`src/rtl/jtag_unlock_pkg.sv`:
```
// rtl/jtag_unlock_pkg.sv - shared state encoding and default parameters for the JTAG unlock controller
package jtag_unlock_pkg;

   localparam int KEY_W_DEF       = 32;
   localparam int MAX_FAIL_DEF    = 3;
   localparam int LOCKOUT_CYC_DEF = 1024;

   typedef enum logic [1:0] {
      ST_LOCKED   = 2'd0,
      ST_CHECK    = 2'd1,
      ST_UNLOCKED = 2'd2,
      ST_LOCKOUT  = 2'd3
   } unlock_state_e;

endpackage

```
`src/rtl/lockout_timer.sv`:
```
// rtl/lockout_timer.sv - loadable down-counter that holds at zero and flags expiry
module lockout_timer #(
   parameter int W = 10
) (
   input  logic         clk,
   input  logic         reset,
   input  logic         load,
   input  logic [W-1:0] load_val,
   output logic         expired
);

   logic [W-1:0] cnt_q, cnt_d;

   always_comb begin
      cnt_d = cnt_q;
      if (load) begin
         cnt_d = load_val;
      end else if (cnt_q != '0) begin
         cnt_d = cnt_q - 1'b1;
      end
   end

   always_ff @(posedge clk) begin
      if (reset) begin
         cnt_q <= '0;
      end else begin
         cnt_q <= cnt_d;
      end
   end

   assign expired = (cnt_q == '0);

endmodule

```
`src/rtl/jtag_unlock_ctrl.sv`:
```
// rtl/jtag_unlock_ctrl.sv - debug unlock FSM: key check against fuses, fail counting, timed lockout
module jtag_unlock_ctrl
   import jtag_unlock_pkg::*;
#(
   parameter int KEY_W       = KEY_W_DEF,
   parameter int MAX_FAIL    = MAX_FAIL_DEF,
   parameter int LOCKOUT_CYC = LOCKOUT_CYC_DEF
) (
   input  logic                          clk,
   input  logic                          reset,
   input  logic [KEY_W-1:0]              fuse_key,
   input  logic                          fuse_valid,
   input  logic                          key_valid,
   input  logic [KEY_W-1:0]              key_data,
   output logic                          key_ready,
   input  logic                          relock_req,
   output logic                          debug_unlocked,
   output logic                          lock_update,
   output logic [$clog2(MAX_FAIL+1)-1:0] fail_count,
   output logic                          lockout
);

   localparam int FW = $clog2(MAX_FAIL + 1);
   localparam int TW = (LOCKOUT_CYC > 1) ? $clog2(LOCKOUT_CYC) : 1;
   localparam logic [FW-1:0] MAX_F    = FW'(MAX_FAIL);
   localparam logic [TW-1:0] TMR_LOAD = TW'(LOCKOUT_CYC - 1);

   unlock_state_e    state_q, state_d;
   logic [KEY_W-1:0] key_q, key_d;
   logic [FW-1:0]    fail_q, fail_d;
   logic             unlocked_q, unlocked_d;
   logic             update_q, update_d;
   logic [FW-1:0]    fail_inc;
   logic             key_match;
   logic             tmr_load;
   logic             tmr_expired;

   assign key_match = fuse_valid && (key_q == fuse_key);
   assign fail_inc  = (fail_q == MAX_F) ? MAX_F : fail_q + 1'b1;

   always_comb begin
      state_d    = state_q;
      key_d      = key_q;
      fail_d     = fail_q;
      unlocked_d = unlocked_q;
      update_d   = 1'b0;
      tmr_load   = 1'b0;
      case (state_q)
         ST_LOCKED: begin
            if (key_valid) begin
               key_d   = key_data;
               state_d = ST_CHECK;
            end
         end
         ST_CHECK: begin
            // The attempted key is not retained once it has been judged.
            key_d = '0;
            if (key_match) begin
               state_d    = ST_UNLOCKED;
               unlocked_d = 1'b1;
               update_d   = 1'b1;
               fail_d     = '0;
            end else begin
               fail_d = fail_inc;
               if (fail_inc == MAX_F) begin
                  state_d  = ST_LOCKOUT;
                  tmr_load = 1'b1;
               end else begin
                  state_d = ST_LOCKED;
               end
            end
         end
         ST_UNLOCKED: begin
            // Wait out the grant strobe so lock_update never fires back to back.
            if ((relock_req || !fuse_valid) && !update_q) begin
               state_d    = ST_LOCKED;
               unlocked_d = 1'b0;
               update_d   = 1'b1;
            end
         end
         ST_LOCKOUT: begin
            if (tmr_expired) begin
               state_d = ST_LOCKED;
               fail_d  = MAX_F - 1'b1;
            end
         end
         default: state_d = ST_LOCKED;
      endcase
   end

   always_ff @(posedge clk) begin
      if (reset) begin
         state_q    <= ST_LOCKED;
         key_q      <= '0;
         fail_q     <= '0;
         unlocked_q <= 1'b0;
         update_q   <= 1'b1;
      end else begin
         state_q    <= state_d;
         key_q      <= key_d;
         fail_q     <= fail_d;
         unlocked_q <= unlocked_d;
         update_q   <= update_d;
      end
   end

   lockout_timer #(
      .W(TW)
   ) u_lockout_timer (
      .clk      (clk),
      .reset    (reset),
      .load     (tmr_load),
      .load_val (TMR_LOAD),
      .expired  (tmr_expired)
   );

   assign key_ready      = (state_q == ST_LOCKED);
   assign lockout        = (state_q == ST_LOCKOUT);
   assign debug_unlocked = unlocked_q;
   assign lock_update    = update_q;
   assign fail_count     = fail_q;

endmodule

```
`config.mk`:
```
export PLATFORM = sky130hd
export DESIGN_NAME = jtag_unlock_ctrl
export DESIGN_NICKNAME = d
export VERILOG_FILES = /design/src/rtl/jtag_unlock_pkg.sv /design/src/rtl/lockout_timer.sv /design/src/rtl/jtag_unlock_ctrl.sv
export SDC_FILE = /design/constraint.sdc
export NUM_CORES = 1
export LEC_CHECK = 0
export CORE_MARGIN = 2
export CORE_UTILIZATION = 25
export DETAILED_ROUTE_END_ITERATION = 10
export GPL_TIMING_DRIVEN = 0
export PLACE_DENSITY_LB_ADDON = 0.12
export SETUP_SLACK_MARGIN = 0.05
export SLEW_MARGIN = 15
export SYNTH_ARGS = -nofsm -noshare
export SYNTH_HDL_FRONTEND = slang
export SYNTH_SLANG_ARGS = --single-unit
```
`constraint.sdc`:
```
create_clock -name clk -period 4.4 [get_ports clk]
set_input_delay 0.88 -clock clk [delete_from_list [all_inputs] [get_ports clk]]
set_output_delay 0.88 -clock clk [all_outputs]
set_load 0.02 [all_outputs]
```
==> results of run 1 <==
==> area by class of cell <==
cell class,count,area (sq um)
fill,905,5500
multi-input combinational,181,1200
sequential,48,961
timing repair buffer,74,741
tap,108,135
clock buffer,6,82.6
buffer,12,46.3
inverter,11,41.3
clock inverter,2,15.0
==> report_power, final <==
part | switching, W | internal (W) | leakage, nW
clock | 0.000160 | 0.000128 | 0.0434
sequential | 0.0000527 | 0.000493 | 0.393
combinational | 0.000209 | 0.000217 | 0.708
==> per-layer routing <==
metal  vias to the layer above  share of wire (%)  GRT usage (%)
met5                         -                  0              0
met2                        48                 48           21.2
met3                         5                6.3           4.18
met4                         0               0.91           3.48
li1                       1049                  -              -
met1                       961                 45           15.9
==> Yosys cell counts <==
library cell and count:
a21boi_1 1, a21o_1 1, a21oi_1 16, a221oi_1 1, a222oi_1 1, a22oi_1 32
a2bb2oi_1 1, a31oi_1 1, and2_1 1, and3_1 1, buf_2 1, clkbuf_1 11
dfxtp_1 48, ha_1 6, inv_1 11, mux2i_1 1, nand2_1 7, nand2b_1 2
nand3_1 7, nand3b_1 3, nand4_1 7, nand4_2 1, nand4b_1 1, nor2_1 37
nor2b_1 2, nor3_1 4, nor4_1 1, nor4_2 2, nor4_4 1, o21a_1 1
o21ai_0 4, o21ai_1 1, o22ai_1 1, or3_1 1, xnor2_1 29, xor2_1 6
==> through the flow <==
step	instance area, sq um	std cells
after floorplan	2250	252
after global placement	3130	434
after detailed placement	3130	434
after CTS	3230	442
after global routing	3230	442
final	3230	442
==> final timing paths <==
path / from / end / slack (ns) / depth (start not counted)
setup / recovery: fuse_key[12] / u_lockout_timer.cnt_q[3] / 1.84 / 8
hold / removal: debug_unlocked / debug_unlocked / 0.49 / 2
setup reg to reg: state_q[1] / key_q[4] / 2.50 / 7
hold reg to reg: debug_unlocked / debug_unlocked / 0.49 / 2
==> critical path, stage by stage <==
cell and delay, ns:
clkdlybuf4s50_1 0.47, xnor2_1 0.13, nand4_1 0.17, nor4_2 0.35, nand4_2 0.23, nand3_1 0.17
buf_2 0.24, a21oi_1 0.10
==> flip-flops by register name, indices dropped and copies added (netlist names) <==
signal	count
u_lockout_timer.cnt_q	10
lock_update	1
fail_count	2
key_q	32
state_q	2
debug_unlocked	1
==> logic make-up after synthesis <==
family | Yosys count | share of synthesized area (%)
mux | 1 | 0.444
buf+inv | 23 | 3.89
compound gates | 61 | 18.1
xor+xnor | 35 | 13.6
flops | 48 | 42.7
fa+ha+maj | 6 | 3.33
simple gates | 78 | 17.9
==> layout by cell type, fill, tap and decap left out, types with 6 or more instances in the layout <==
master and n:
a21oi_1 16, a22oi_1 32, clkbuf_1 11, clkbuf_8 6, clkdlybuf4s50_1 74, dfxtp_1 48
ha_1 6, inv_1 11, nand2_1 7, nand3_1 7, nand4_1 7, nor2_1 37
xnor2_1 29, xor2_1 6
==> summary.txt, run 1 <==
Clock network
  • CTS Hold Bufs: 0
  • H-tree depth: 2
  • Clk buf depth: 2
  • CTS buffer count: 5
  • Clock Tree Root: clkbuf_8
  • # clock sinks: 48
  • Post-CTS Setup Inserts: 0
  • CTS tree: yes
  • Resized Gates After CTS: 0
  • Clock-pin transition on the worst setup and hold timing paths: 0.09 ns
  • Clock insertion delay at the later pin of the skew report: 0.31 ns

Global route
  • Grt total ovfl: 0
  • Number of global-route vias before repair: 2035
  • First-pass GRT wire length: 9950 um
  • Total GRT Usage: 12.8%
  • Initial antenna violation count: 0
  • Largest net degree at the start of global routing: 16

Setup path
  • Worst-path maximum fanout: 10
  • CP Capture Type: register
  • Worst setup SP type: primary input
  • Crit path kind: primary input to register
  • Arr. time, crit path: 2.73 ns
  • Required @ worst endpoint: 4.57 ns

Floorplan
  • Die Wd: 98.9 um
  • Io pins: 75
  • Die Area: 9780 sq um
  • Core ar.: 8720 sq um
  • Row count: 34
  • Starting Density: 25.8%
  • Die Y-Extent: 98.9 um

Routing
  • Router iterations before antenna repair: 4
  • DRC viols: 0
  • Vias per Instance: 4.67
  • Vias: 2063
  • Final wirelength: 6060 um
  • Wire per inst: 13.7 um
  • Post-DRT Antenna Nets: 0
  • First DRT Iteration DRCs: 79

Layout
  • Area growth syn-to-layout: 43.2%
  • Layout cells sized above 1: 3.89%
  • Diodes inserted: 0
  • Final layout net count: 408
  • Final core utilization: 37.0%

Timing
  • Final WS setup: 1.84 ns
  • Slew Viols, Final: 0
  • RSZ-0062 raised after global routing: false
  • Minimum clock period: 2.56 ns
  • Slew HR: 66.2%
  • # setup viols final: 0
  • Highest clock rate: 391 MHz
  • Tcrit/Tclk final: 58.1%
  • Fin Hold WS: 0.488 ns
  • Hold Vio Cnt, Final: 0
  • Clock skew: 0.0108 ns
  • Worst-Margin Slew: 0.507 ns
  • TNS Setup: 0 ns

Placement
  • Port Buffers: 74
  • GPL Wtd Cong: 0.693
  • HPWL Detailed: 4630 um
  • Pre-CTS worst setup slack: 1.44 ns

Synthesis
  • Synth Net Count: 327
  • Post-synthesis sequential area ratio: 42.7%
  • Post-synth top area share: 42.7%
  • Netlist cell types: 36
  • Area leader, netlist: dfxtp_1
  • Synth Instances: 252
  • Mapped cell area: 2250 sq um
  • Synth area leaders: dfxtp_1, xnor2_1, a22oi_1, nor2_1, a21oi_1
  • Yosys warning total: 0
  • Synth Register Bits: 48
  • Syn avg cell area: 8.94 sq um

Pwr
  • Total power: 0.00126 W
  • Power Density: 391 nW/um^2
  • P_leak: 1.14 nW
  • Peak supply drop: 0.155 mV

Job
  • Max-Cap Viols: 0

Min path
  • Worst min path class: register to register

Run status
  • Status: complete, no violations
Power figures use the tool's default switching activity.
==> run 2: changes to the inputs <==
==> constraint.sdc (replaced) <==
create_clock -name clk -period 2.15 [get_ports clk]
set_input_delay 0.43 -clock clk [delete_from_list [all_inputs] [get_ports clk]]
set_output_delay 0.43 -clock clk [all_outputs]
set_load 0.02 [all_outputs]
==> run 2 against run 1 <==
Compared with the run above: flip-flop and latch count stayed put; global-route usage is 0.059 points higher; clock skew is 0.00069 ns lower; wire length is 1.8% higher; hold slack better by 0.011 ns; combinational power is 110% higher; critical path depth is 5 lower; utilization is 0.79 points higher; non-clock buffer count is 1 higher; sequential share of layout area is 0.62 points lower.
==> summary.txt, run 2 (synthesis gave the netlist of run 1 again) <==
Timing
  • Slew HR: 66.4% (+0.20 points)
  • Hold Vio Cnt, Final: 0 (unchanged)
  • RSZ-0062 raised after global routing: false
  • TNS Setup: 0 ns (unchanged)
  • Tcrit/Tclk final: 93.2%
  • Highest clock rate: 499 MHz
  • Minimum clock period: 2.00 ns
  • Slew Viols, Final: 0 (unchanged)
  • Clock skew: 0.0101 ns (-0.000687 ns)
  • # setup viols final: 0 (unchanged)
  • Worst-Margin Slew: 0.504 ns (-0.00301 ns)

Pwr
  • Comb power frac: 34.1% (+0.3 points)
  • P_int: 0.00172 W (+110%)
  • Total power: 0.00258 W (+110%)
  • Power Density: 784 nW/um^2 (+100%)
  • Sw frac: 33.5% (about the same)
  • Seq pwr share: 43.3% (about the same)
  • P_leak: 1.27 nW (+11%)
  • Net Sw Power: 0.000866 W (+110%)
  • Clk pwr share: 22.7% (-0.2 points)
  • Peak supply drop: 0.312 mV (+100%)

Clock network
  • # clock sinks: 48 (unchanged)
  • Clock Tree Root: clkbuf_8
  • H-tree depth: 2 (unchanged)
  • Clock-pin transition on the worst setup and hold timing paths: 0.09 ns (about the same)
  • Clock insertion delay at the later pin of the skew report: 0.31 ns (about the same)
  • CTS tree: yes
  • CTS buffer count: 5 (unchanged)
  • Clk buf depth: 2 (unchanged)

Floorplan
  • Die Area: 9780 sq um (unchanged)
  • Die Y-Extent: 98.9 um (unchanged)
  • Die Wd: 98.9 um (unchanged)
  • Core ar.: 8720 sq um (unchanged)
  • Starting Density: 25.8% (unchanged)
  • Io pins: 75 (unchanged)
  • Row count: 34 (unchanged)

Global route
  • Met3 Use GR: 4.18% (unchanged)
  • Layer carrying the most global-route usage: met2
  • Total GRT Usage: 12.8% (+0.059 points)
  • Initial antenna violation count: 0 (unchanged)
  • Grt total ovfl: 0 (unchanged)
  • Number of global-route vias before repair: 2047 (+0.59%)
  • First-pass GRT wire length: 10000 um (+0.56%)
  • Largest net degree at the start of global routing: 16 (unchanged)
  • Met2 GRT Util: 21.3% (+0.10 points)
  • Met1 usage: 16.0% (+0.087 points)

Setup path
  • Crit path kind: register to output port
  • Worst-path maximum fanout: 3 (-7)
  • Arr. time, crit path: 1.57 ns (-1.16 ns)
  • Largest stage delay, worst path: 0.62 ns (+0.15 ns)
  • Critical-path cell list: inv_1 -> ha_1 -> clkdlybuf4s50_1
  • Slowest cell on the critical path: clkdlybuf4s50_1
  • Worst setup SP type: register
  • Required @ worst endpoint: 1.72 ns (-2.85 ns)
  • CP Capture Type: output port

Layout
  • Register area: 961 sq um (unchanged)
  • Diodes inserted: 0 (unchanged)
  • Top flop regs: key_q: 32 flops, u_lockout_timer.cnt_q: 10 flops
  • Multi-input gate area: 1240 sq um (+2.8%)
  • Most frequent cells in the layout: clkdlybuf4s50_1, dfxtp_1, nor2_1, a22oi_1, xnor2_1
  • Filler cell count: 904 (-0.11%)
  • Number of flip-flops under the largest register name: 32 (unchanged)
  • Largest register by flop count: key_q
  • Final Cell Area: 3290 sq um (+2.1%)
  • Leading cell type in the layout, fill and taps excluded: clkdlybuf4s50_1
  • Finished Layout Cells: 443 (+0.23%)
  • Layout cells sized above 1: 6.57% (+2.7 points)
  • Final layout net count: 409 (+0.25%)
  • Area growth syn-to-layout: 46.3%

Routing
  • Router iterations before antenna repair: 5 (+1)
  • First DRT Iteration DRCs: 57 (-28%)
  • Final wirelength: 6170 um (+1.8%)
  • Vias per Instance: 4.71 (+0.93%)
  • DRC viols: 0 (unchanged)
  • Post-DRT Antenna Nets: 0 (unchanged)
  • Wire per inst: 13.9 um (+1.6%)
  • Vias: 2087 (+1.2%)

Job
  • Max-Cap Viols: 0 (unchanged)

Placement
  • Placed cell area: 3130 sq um (unchanged)
  • GPL Wtd Cong: 0.693 (unchanged)
  • HPWL Detailed: 4630 um (unchanged)
  • Placed Instances: 434 (unchanged)
  • Port Buffers: 74 (unchanged)

Run status
  • Status: complete, no violations

Min path
  • Worst min path class: register to register
run 2: metal layers:
layer  up-vias  share of wire (%)
li1       1050                  -
met4         0                1.2
met1       980                 45
met2        53                 47
met5         -                  0
met3         4                6.1
run 2: area by class of cell:
class                           count  area share, %
Tap cell                          108           4.10
Multi-Input combinational cell    181           37.6
Sequential cell                    48           29.2
Buffer                             12           1.63
Clock inverter                      2          0.456
Inverter                           11           1.25
Timing Repair Buffer               75           23.3
Clock buffer                        6           2.51
run 2: path summary, 6_finish.rpt:
| path | slack [ns] | end | start | depth (start not counted) |
|---|---|---|---|---|
| worst max-delay path | 0.15 | key_ready | state_q[0] | 3 |
| worst min-delay path | 0.50 | debug_unlocked | debug_unlocked | 2 |
| worst max register to register | 0.27 | key_q[22] | state_q[1] | 6 |
| worst min register to register | 0.50 | debug_unlocked | debug_unlocked | 2 |
run 2: worst max-delay path, delay by kind of cell (launching register included):
kind	cells	cell delay, ns
flops	1	0.33
buf+inv	2	0.73
fa+ha+maj	1	0.21
run 2: through the flow:
stage | hold slack, ns | utilization, % | setup WS (ns)
2_1_floorplan | 0.465 | - | 0.474
3_3_place_gp | 0.477 | 35.9 | -0.320
6_report | 0.499 | 37.8 | 0.145
3_5_place_dp | 0.484 | 35.9 | -0.358
5_1_grt | 0.521 | 37.8 | 0.0465
4_1_cts | 0.497 | 37.1 | 0.0917
run 2: what timing repair did:
item / in CTS / in global routing
hold buffers: 0 / 0
resized for setup: 0 / 23
buffers inserted: 1 / 0
pin swaps: 1 / 10
setup endpoints to repair: 11 / 35
run 2: power groups by stage:
| stage | logic [W] | clock network [W] | registers (W) |
|---|---|---|---|
| after floorplan | 0.000601 | 0 | 0.00112 |
| after global placement | 0.000868 | 0 | 0.00113 |
| after global routing | 0.000982 | 0.000641 | 0.00113 |
| final | 0.000880 | 0.000586 | 0.00112 |
| after CTS | 0.000881 | 0.000614 | 0.00112 |
| after detailed placement | 0.000877 | 0 | 0.00113 |
==> run 3: changes to the inputs <==
--- a/config.mk
+++ b/config.mk
@@ -6,7 +6,7 @@
 export NUM_CORES = 1
 export LEC_CHECK = 0
 export CORE_MARGIN = 2
-export CORE_UTILIZATION = 25
+export CORE_UTILIZATION = 41
 export DETAILED_ROUTE_END_ITERATION = 10
 export GPL_TIMING_DRIVEN = 0
 export PLACE_DENSITY_LB_ADDON = 0.12
==> run 3 against run 2 <==
Compared with the run above: combinational power down 2%; power down 1.8%; clock skew down 0.0067 ns; fmax about the same; design area down 1.3%; non-clock buffer count up 2; critical endpoint is now lockout.
==> summary.txt, run 3 (synthesis gave the netlist of run 1 again) <==
Layout
  • Number of flip-flops under the largest register name: 32 (unchanged)
  • Diodes inserted: 0 (unchanged)
  • Most frequent cells in the layout: clkdlybuf4s50_1, dfxtp_1, nor2_1, a22oi_1, xnor2_1
  • Layout cells sized above 1: 5.64% (-0.93 points)
  • Final Cell Area: 3250 sq um (-1.3%)
  • Filler cell count: 495 (-45%)
  • Final layout net count: 411 (+0.49%)
  • Largest register by flop count: key_q
  • Leading cell type in the layout, fill and taps excluded: clkdlybuf4s50_1
  • Finished Layout Cells: 407 (-8.1%)
  • Top flop regs: key_q: 32 flops, u_lockout_timer.cnt_q: 10 flops
  • Area growth syn-to-layout: 44.3%
  • Final core utilization: 62.5% (+25 points)

Routing
  • Router iterations before antenna repair: 4 (-1)
  • Wire per inst: 13.5 um (-3.4%)
  • Final wirelength: 5480 um (-11%)
  • Post-DRT Antenna Nets: 0 (unchanged)
  • Vias: 2067 (-0.96%)
  • Vias per Instance: 5.08 (+7.8%)
  • First DRT Iteration DRCs: 81 (+42%)
  • DRC viols: 0 (unchanged)

Pwr
  • Power Density: 781 nW/um^2 (-0.47%)
  • Total power: 0.00254 W (-1.8%)
  • Sw frac: 32.4% (-1.1 points)
  • Seq pwr share: 44.1% (+0.8 points)
  • Clk pwr share: 21.8% (-0.9 points)
  • P_int: 0.00171 W (-0.14%)
  • Peak supply drop: 0.357 mV (+14%)
  • P_leak: 1.27 nW (about the same)
  • Comb power frac: 34.1% (about the same)
  • Net Sw Power: 0.000822 W (-5.1%)

Placement
  • Placed cell area: 3080 sq um (-1.5%)
  • GPL Wtd Cong: 0.831 (+20%)
  • Pre-CTS worst setup slack: -0.326 ns (+0.0313 ns)
  • Placed Instances: 396 (-8.8%)
  • HPWL Detailed: 4190 um (-9.4%)
  • Port Buffers: 74 (unchanged)

Clock network
  • CTS buffer count: 5 (unchanged)
  • H-tree depth: 2 (unchanged)
  • Clock insertion delay at the later pin of the skew report: 0.29 ns (-0.02 ns)
  • CTS Hold Bufs: 0 (unchanged)
  • Clock Tree Root: clkbuf_8
  • Clk buf depth: 2 (unchanged)
  • Clock-pin transition on the worst setup and hold timing paths: 0.09 ns (about the same)
  • CTS tree: yes
  • # clock sinks: 48 (unchanged)

Timing
  • Worst-Margin Slew: 0.472 ns (-0.0321 ns)
  • Minimum clock period: 2.00 ns (-0.000856 ns)
  • Clock skew: 0.00341 ns (-0.00670 ns)
  • Hold Vio Cnt, Final: 0 (unchanged)
  • Tcrit/Tclk final: 93.2% (about the same)
  • Slew Viols, Final: 0 (unchanged)
  • # setup viols final: 0 (unchanged)
  • RSZ-0062 raised after global routing: false
  • Slew HR: 68.5% (+2.1 points)
  • Final WS setup: 0.146 ns (+0.000856 ns)
  • Highest clock rate: 499 MHz (about the same)

Run status
  • Status: complete, no violations

Setup path
  • Worst-path maximum fanout: 5 (+2)
  • Worst setup SP type: register
  • Required @ worst endpoint: 1.72 ns (about the same)
  • Slowest cell on the critical path: clkdlybuf4s50_1
  • R2r setup slk: 0.23 ns (-0.04 ns)
  • Arr. time, crit path: 1.57 ns (about the same)
  • Largest stage delay, worst path: 0.63 ns (about the same)
  • Critical-path cell list: ha_1 -> clkdlybuf4s50_1
  • Crit path kind: register to output port
  • CP Capture Type: output port

Floorplan
  • Die Area: 6100 sq um (-38%)
  • Row count: 26 (-24%)
  • Io pins: 75 (unchanged)
  • Core ar.: 5200 sq um (-40%)
  • Die Wd: 78.1 um (-21%)
  • Starting Density: 43.3% (+17 points)
  • Die Y-Extent: 78.1 um (-21%)

Global route
  • First-pass GRT wire length: 9090 um (-9.2%)
  • Largest net degree at the start of global routing: 14 (-2)
  • Initial antenna violation count: 0 (unchanged)
  • Grt total ovfl: 0 (unchanged)
  • Number of global-route vias before repair: 2032 (-0.73%)
  • Total GRT Usage: 18.5% (+5.7 points)

Job
  • Max-Cap Viols: 0 (unchanged)

Min path
  • Worst min path class: register to register
-- run 3: power by group through the flow --
| stage | Clock (W) | Sequential (W) | Combinational (W) |
|---|---|---|---|
| floorplan | 0 | 0.00112 | 0.000601 |
| global placement | 0 | 0.00113 | 0.000845 |
| detailed placement | 0 | 0.00114 | 0.000860 |
| CTS | 0.000567 | 0.00112 | 0.000866 |
| global route | 0.000605 | 0.00114 | 0.000971 |
| finish | 0.000552 | 0.00112 | 0.000866 |
-- run 3: area by class of cell --
| type | instances | area, sq um | share of cell area [%] |
|---|---|---|---|
| well taps | 70 | 87.6 | 2.69 |
| flip-flops and latches | 48 | 961 | 29.6 |
| inverters | 11 | 41.3 | 1.27 |
| repair buffers | 77 | 790 | 24.3 |
| multi-input cells | 181 | 1230 | 37.8 |
| plain buffers | 12 | 51.3 | 1.58 |
| clock buffers | 8 | 90.1 | 2.77 |
-- run 3: final timing paths --
kind / from / end / cells past startpoint
worst min register to register: debug_unlocked / debug_unlocked / 2
worst max-delay path: state_q[1] / lockout / 2
worst min-delay path: debug_unlocked / debug_unlocked / 2
worst max register to register: state_q[0] / key_q[11] / 7
-- run 3: through the flow --
stage	setup TNS [ns]	hold slack (ns)
global route	0	0.541
floorplan	0	0.465
detailed placement	-3.73	0.483
global placement	-3.27	0.472
finish	0	0.503
CTS	0	0.495
-- run 3: per-layer routing --
layer	vias up	routed length (um)	global-route usage (%)
li1	1052	-	-
met1	967	2440	23.1
met2	43	2700	31.7
met3	5	298	5.52
met4	0	40	3.68
met5	-	0	0
-- run 3: worst max-delay path: cells and delay by family (launching register included) --
kind / cells / cell delay, ns
fa+ha+maj: 1 / 0.26
buf+inv: 1 / 0.63
flops: 1 / 0.40
-- run 3: repair_timing --
action	in CTS	in global routing
setup buffers	2	1
gates resized for setup	1	19
endpoints found under the setup margin	11	17
pin swaps	1	14
